--- config.mk ---
export PLATFORM = sky130hd
export DESIGN_NAME = imem_loader
export DESIGN_NICKNAME = d
export VERILOG_FILES = /design/src/rtl/imem_loader.sv
export SDC_FILE = /design/constraint.sdc
export NUM_CORES = 1
export LEC_CHECK = 0
export ABC_CLOCK_PERIOD_IN_PS = 3250
export BUFFER_PORTS_ARGS = -buffer_cell sky130_fd_sc_hd__buf_2
export CORE_ASPECT_RATIO = 2
export CORE_MARGIN = 10
export CORE_UTILIZATION = 35
export DETAILED_ROUTE_END_ITERATION = 12
export GPL_TIMING_DRIVEN = 0
export PLACE_DENSITY_LB_ADDON = 0.05
export REMOVE_ABC_BUFFERS = 1
export SYNTH_ARGS = -nofsm -noshare
export SYNTH_HDL_FRONTEND = slang
export SYNTH_SLANG_ARGS = --single-unit
export TNS_END_PERCENT = 50
--- constraint.sdc ---
create_clock -name clk -period 3.25 [get_ports clk]
set_clock_uncertainty 0.15 [all_clocks]
set_input_delay 0.65 -clock clk [delete_from_list [all_inputs] [get_ports clk]]
set_output_delay 0.65 -clock clk [all_outputs]
set_load 0.005 [all_outputs]
--- src/rtl/imem_loader.sv ---
// Boot-time loader: byte stream -> little-endian 32-bit words -> instruction memory, holding the core in reset until loaded.
// Define LOADER_CHECKSUM_EN to require a trailing XOR checksum byte after the image.
module imem_loader #(
   parameter int ADDR_W = 8
) (
   input  logic              clk,
   input  logic              rst,
   input  logic              in_valid,
   input  logic [7:0]        in_data,
   output logic              in_ready,
   input  logic              reload,
   output logic              mem_we,
   output logic [ADDR_W-1:0] mem_addr,
   output logic [31:0]       mem_wdata,
   output logic              proc_rst,
   output logic              done,
   output logic              err
);

   localparam int WC_W = ADDR_W + 16;

   typedef enum logic [2:0] {
      S_HDR0,
      S_HDR1,
      S_DATA,
`ifdef LOADER_CHECKSUM_EN
      S_CHK,
`endif
      S_DONE,
      S_ERR
   } state_t;

   state_t            state_q, state_d;
   state_t            tail_state;
   logic              done_q, err_q, prst_q;
   logic [15:0]       len_q, len_d;
   logic [23:0]       asm_q, asm_d;
   logic [1:0]        bcnt_q, bcnt_d;
   logic [WC_W-1:0]   wcnt_q, wcnt_d, wcnt_inc;
   logic              ovf_q, ovf_d;
   logic              we_q, we_d;
   logic [ADDR_W-1:0] addr_q, addr_d;
   logic [31:0]       wdata_q, wdata_d;
`ifdef LOADER_CHECKSUM_EN
   logic [7:0]        csum_q, csum_d;
`endif

   logic fire, restart, in_range, last_word, word_end;

   assign fire      = in_valid & in_ready;
   assign restart   = reload & ((state_q == S_DONE) | (state_q == S_ERR));
   assign wcnt_inc  = wcnt_q + WC_W'(1);
   // Word indices past the memory depth are consumed but never written.
   assign in_range  = (wcnt_q[WC_W-1:ADDR_W] == '0);
   assign last_word = (wcnt_inc == {{ADDR_W{1'b0}}, len_q});
   assign word_end  = fire & (state_q == S_DATA) & (bcnt_q == 2'd3);

`ifdef LOADER_CHECKSUM_EN
   assign tail_state = S_CHK;
`else
   assign tail_state = (ovf_q | ~in_range) ? S_ERR : S_DONE;
`endif

   // State register; status outputs are registered from the next state.
   always_ff @(posedge clk) begin
      if (rst) begin
         state_q <= S_HDR0;
         done_q  <= 1'b0;
         err_q   <= 1'b0;
         prst_q  <= 1'b1;
      end else begin
         state_q <= state_d;
         done_q  <= (state_d == S_DONE);
         err_q   <= (state_d == S_ERR);
         prst_q  <= (state_d != S_DONE);
      end
   end

   always_comb begin
      state_d = state_q;
      case (state_q)
         S_HDR0: if (fire) state_d = S_HDR1;
         S_HDR1: if (fire) state_d = ({in_data, len_q[7:0]} == 16'd0) ? tail_state : S_DATA;
         S_DATA: if (word_end && last_word) state_d = tail_state;
`ifdef LOADER_CHECKSUM_EN
         S_CHK:  if (fire) state_d = (ovf_q || (in_data != csum_q)) ? S_ERR : S_DONE;
`endif
         S_DONE: if (reload) state_d = S_HDR0;
         S_ERR:  if (reload) state_d = S_HDR0;
         default: state_d = S_HDR0;
      endcase
   end

   always_comb begin
      in_ready  = (state_q != S_DONE) && (state_q != S_ERR);
      done      = done_q;
      err       = err_q;
      proc_rst  = prst_q;
      mem_we    = we_q;
      mem_addr  = addr_q;
      mem_wdata = wdata_q;
   end

   always_comb begin
      len_d   = len_q;
      asm_d   = asm_q;
      bcnt_d  = bcnt_q;
      wcnt_d  = wcnt_q;
      ovf_d   = ovf_q;
      we_d    = 1'b0;
      addr_d  = addr_q;
      wdata_d = wdata_q;
`ifdef LOADER_CHECKSUM_EN
      csum_d  = csum_q;
`endif
      if (restart) begin
         bcnt_d = '0;
         wcnt_d = '0;
         ovf_d  = 1'b0;
         addr_d = '0;
`ifdef LOADER_CHECKSUM_EN
         csum_d = '0;
`endif
      end else if (fire) begin
`ifdef LOADER_CHECKSUM_EN
         if (state_q != S_CHK) csum_d = csum_q ^ in_data;
`endif
         case (state_q)
            S_HDR0: len_d[7:0]  = in_data;
            S_HDR1: len_d[15:8] = in_data;
            S_DATA: begin
               // Lower three bytes of the word accumulate here; the 4th arrives live.
               asm_d  = {in_data, asm_q[23:8]};
               bcnt_d = bcnt_q + 2'd1;
               if (bcnt_q == 2'd3) begin
                  wcnt_d = wcnt_inc;
                  if (in_range) begin
                     we_d    = 1'b1;
                     addr_d  = wcnt_q[ADDR_W-1:0];
                     wdata_d = {in_data, asm_q};
                  end else begin
                     ovf_d = 1'b1;
                  end
               end
            end
            default: ;
         endcase
      end
   end

   always_ff @(posedge clk) begin
      if (rst) begin
         bcnt_q  <= '0;
         wcnt_q  <= '0;
         ovf_q   <= 1'b0;
         we_q    <= 1'b0;
         addr_q  <= '0;
         wdata_q <= '0;
`ifdef LOADER_CHECKSUM_EN
         csum_q  <= '0;
`endif
      end else begin
         bcnt_q  <= bcnt_d;
         wcnt_q  <= wcnt_d;
         ovf_q   <= ovf_d;
         we_q    <= we_d;
         addr_q  <= addr_d;
         wdata_q <= wdata_d;
`ifdef LOADER_CHECKSUM_EN
         csum_q  <= csum_d;
`endif
      end
   end

   always_ff @(posedge clk) begin
      len_q <= len_d;
      asm_q <= asm_d;
   end

endmodule

==> flow_metrics.env <==
export IMPL_status="completed"
export IMPL_synthFlopType="dfxtp_1"
export IMPL_synthCells=510
export IMPL_synth_seq_cells=114
export IMPL_synth_top_family_by_area="simple AND/OR/NAND/NOR gates"
export IMPL_cts_inserted_buffers=17
export IMPL_core_um2=13500
export IMPL_final_cell_mix="nand2_1, dfxtp_1, buf_2, a21oi_1, edfxtp_1"
export IMPL_cts_sinks=114
export IMPL_path_max_fanout=6
export IMPL_rows=60
export IMPL_post_cts_setup_buffer_count=0
export IMPL_antenna_cells=0
export IMPL_antenna_found_initial=0
export IMPL_start_util=0.358
export IMPL_syn2layout_area_growth_pct=20.3
export IMPL_arrival_ns=3.23
export IMPL_yosysTopAreaCell="dfxtp_1"
export IMPL_finalCriticalPeriod_ns=3.03
export IMPL_synth_xor_area_share=0.0778
export IMPL_grt_pass1_wl_um=20200
export IMPL_rsz0062_at_grt="false"
export IMPL_drc=0
export IMPL_firstDrtPassIters=4
export IMPL_setup_violations=0
export IMPL_synth_mux_area_frac=0.00207
export IMPL_synthAdderAreaFrac=0.00517
export IMPL_synth_async_reset_ratio=0
export IMPL_routedWlPerCell_um=17.5
export IMPL_yosysWarningCount=0
export IMPL_clkTransAtPathRegs_ns=0.06
export IMPL_finalNonFillerCells=720
export IMPL_power_per_cell_area_nw_per_um2=596
export IMPL_critical_path_class="reg2reg"
export IMPL_fmax_mhz=330
export IMPL_dr_first_iter_drc_count=151
export IMPL_nFillCells=1352
export IMPL_tightest_slew_ns=1.17
export IMPL_nNetsFinal=566
export IMPL_critPathLaunchType="flop"
export IMPL_viasPerCell=5.30
export IMPL_dpl_hpwl_um=8860
export IMPL_fin_crit_sh=0.932
export IMPL_clk_latency_ns=0.41
export IMPL_io_buffer_count=56
export IMPL_cap_violations=0
export IMPL_layout_commonest_cell="nand2_1"
export IMPL_grt_usage=0.135
export IMPL_ctsRootBufferMaster="clkbuf_16"
export IMPL_yosys_top_cells_area="dfxtp_1, edfxtp_1, nand2_1"
export IMPL_overflow=0
export IMPL_clock_path_buffers=2
export IMPL_min_path_type="reg2reg"
export IMPL_synthSimpleGateAreaFrac=0.220
export IMPL_synth_edff_count=40
export IMPL_crit_required_ns=3.45
export IMPL_wl_um=12600
export IMPL_finalHoldViolations=0
export IMPL_syn_cell_area_um2=4840
export IMPL_cts_tree="yes"
export IMPL_peakVddDrop_v=0.000339
export IMPL_die_w_um=103
export IMPL_ant_nets=0
export IMPL_avgSynthCellArea_um2=9.49
export IMPL_dp_cells=688
export IMPL_synth_compound_area_frac=0.107
export IMPL_grt_max_degree=42
export IMPL_power_leakage_nw=2.10
export IMPL_hold_buffers=0
export IMPL_die_area_um2=19200
export IMPL_synth_top_cell_area_share=0.306
export IMPL_cts_htree_levels=4
export IMPL_via_count=3814
export IMPL_die_height_um=186
export IMPL_slew_limit_headroom=0.222
export IMPL_synth_seq_area_share=0.554
export IMPL_holdWs_ns=0.299
export IMPL_endpoint_kind="flop"
export IMPL_drive_gt1_frac=0.189
export IMPL_slew_violations=0
export IMPL_ys_types=51
export IMPL_gp_congestion=0.874
export IMPL_grt_pass1_vias=3841
export IMPL_ios=57
==> cells by family (layout without fill, tap and decap cells) <==
group	after synthesis	in the layout
mux	1	1
buf+inv	41	96
compound gates	85	85
simple gates	224	224
fa+ha+maj	2	2
flops	114	114
xor+xnor	43	43
==> power breakdown <==
group / switching, W / internal [W] / total (W)
clock: 0.000703 / 0.00116 / 0.00186
sequential: 0.0000182 / 0.00150 / 0.00152
combinational: 0.0000621 / 0.0000291 / 0.0000913
total: 0.000784 / 0.00269 / 0.00347
==> metal layers <==
metal,track usage,vias up,wire (µm)
li1,-,1871,-
met1,0.135,1845,4900
met3,0.0366,20,486
met4,0.0624,0,273
met2,0.246,78,6940
met5,0,-,0
==> stage by stage <==
stage	setup TNS (ns)	setup slack, ns	power (W)	utilization	instance area [µm²]
2_1_floorplan	0	0.432	0.00160	-	4700
3_3_place_gp	-51.08	-1.16	0.00164	0.383	5180
3_5_place_dp	-0.753	-0.166	0.00164	0.386	5220
4_1_cts	0	0.000793	0.00353	0.430	5810
5_1_grt	0	0.0512	0.00360	0.431	5820
6_report	0	0.221	0.00347	0.431	5820
==> cell usage after synthesis (3+ instances only) <==
| library cell | n |
|---|---|
| or2_2 | 4 |
| xor2_1 | 20 |
| nand2_1 | 106 |
| nor3_1 | 11 |
| and4_1 | 4 |
| nor2_1 | 39 |
| buf_2 | 5 |
| a21oi_1 | 52 |
| dfxtp_1 | 74 |
| o21ai_0 | 6 |
| clkbuf_1 | 27 |
| edfxtp_1 | 40 |
| nor4_1 | 13 |
| inv_1 | 7 |
| nor3b_1 | 7 |
| nand3_1 | 9 |
| or3_1 | 4 |
| xnor2_1 | 23 |
| and2_1 | 4 |
| nand4_1 | 14 |
| a22oi_1 | 3 |
==> cell type report <==
type,count,area (µm²),area share
Inverter,7,26.3,0.00451
Timing Repair Buffer,57,300,0.0516
Multi-Input combinational cell,355,2030,0.348
Sequential cell,114,2690,0.461
Tap cell,155,194,0.0333
Clock buffer,18,439,0.0754
Clock inverter,14,151,0.0260
==> path summary, 6_finish.rpt <==
kind	to	startpoint	cells after the start	slack, ns
max	err	wcnt_q[1]	8	0.22
min	asm_q[4]	asm_q[12]	0	0.30
max reg2reg	err	wcnt_q[1]	8	0.22
min reg2reg	asm_q[4]	asm_q[12]	0	0.30
==> flip-flops by register name, indices dropped and copies added (netlist names) <==
signal,count
ovf_q,1
mem_addr,8
wcnt_q,24
proc_rst,1
done,1
bcnt_q,2
state_q,3
asm_q,24
err,1
mem_wdata,32
len_q,16
mem_we,1
==> worst max-delay path, cell delays in order, from the launching register on <==
cell	delay [ns]
dfxtp_1	0.44
ha_2	0.30
nand4_1	0.23
or4_4	0.63
nor2_2	0.24
xor2_1	0.09
a2111oi_0	0.30
and4_2	0.37
o221a_2	0.21
==> what timing repair did <==
item,CTS,global route
endpoints found under the setup margin,6,6
pin swaps,0,0
resized for setup,2,5
Power figures use the tool's default switching activity.
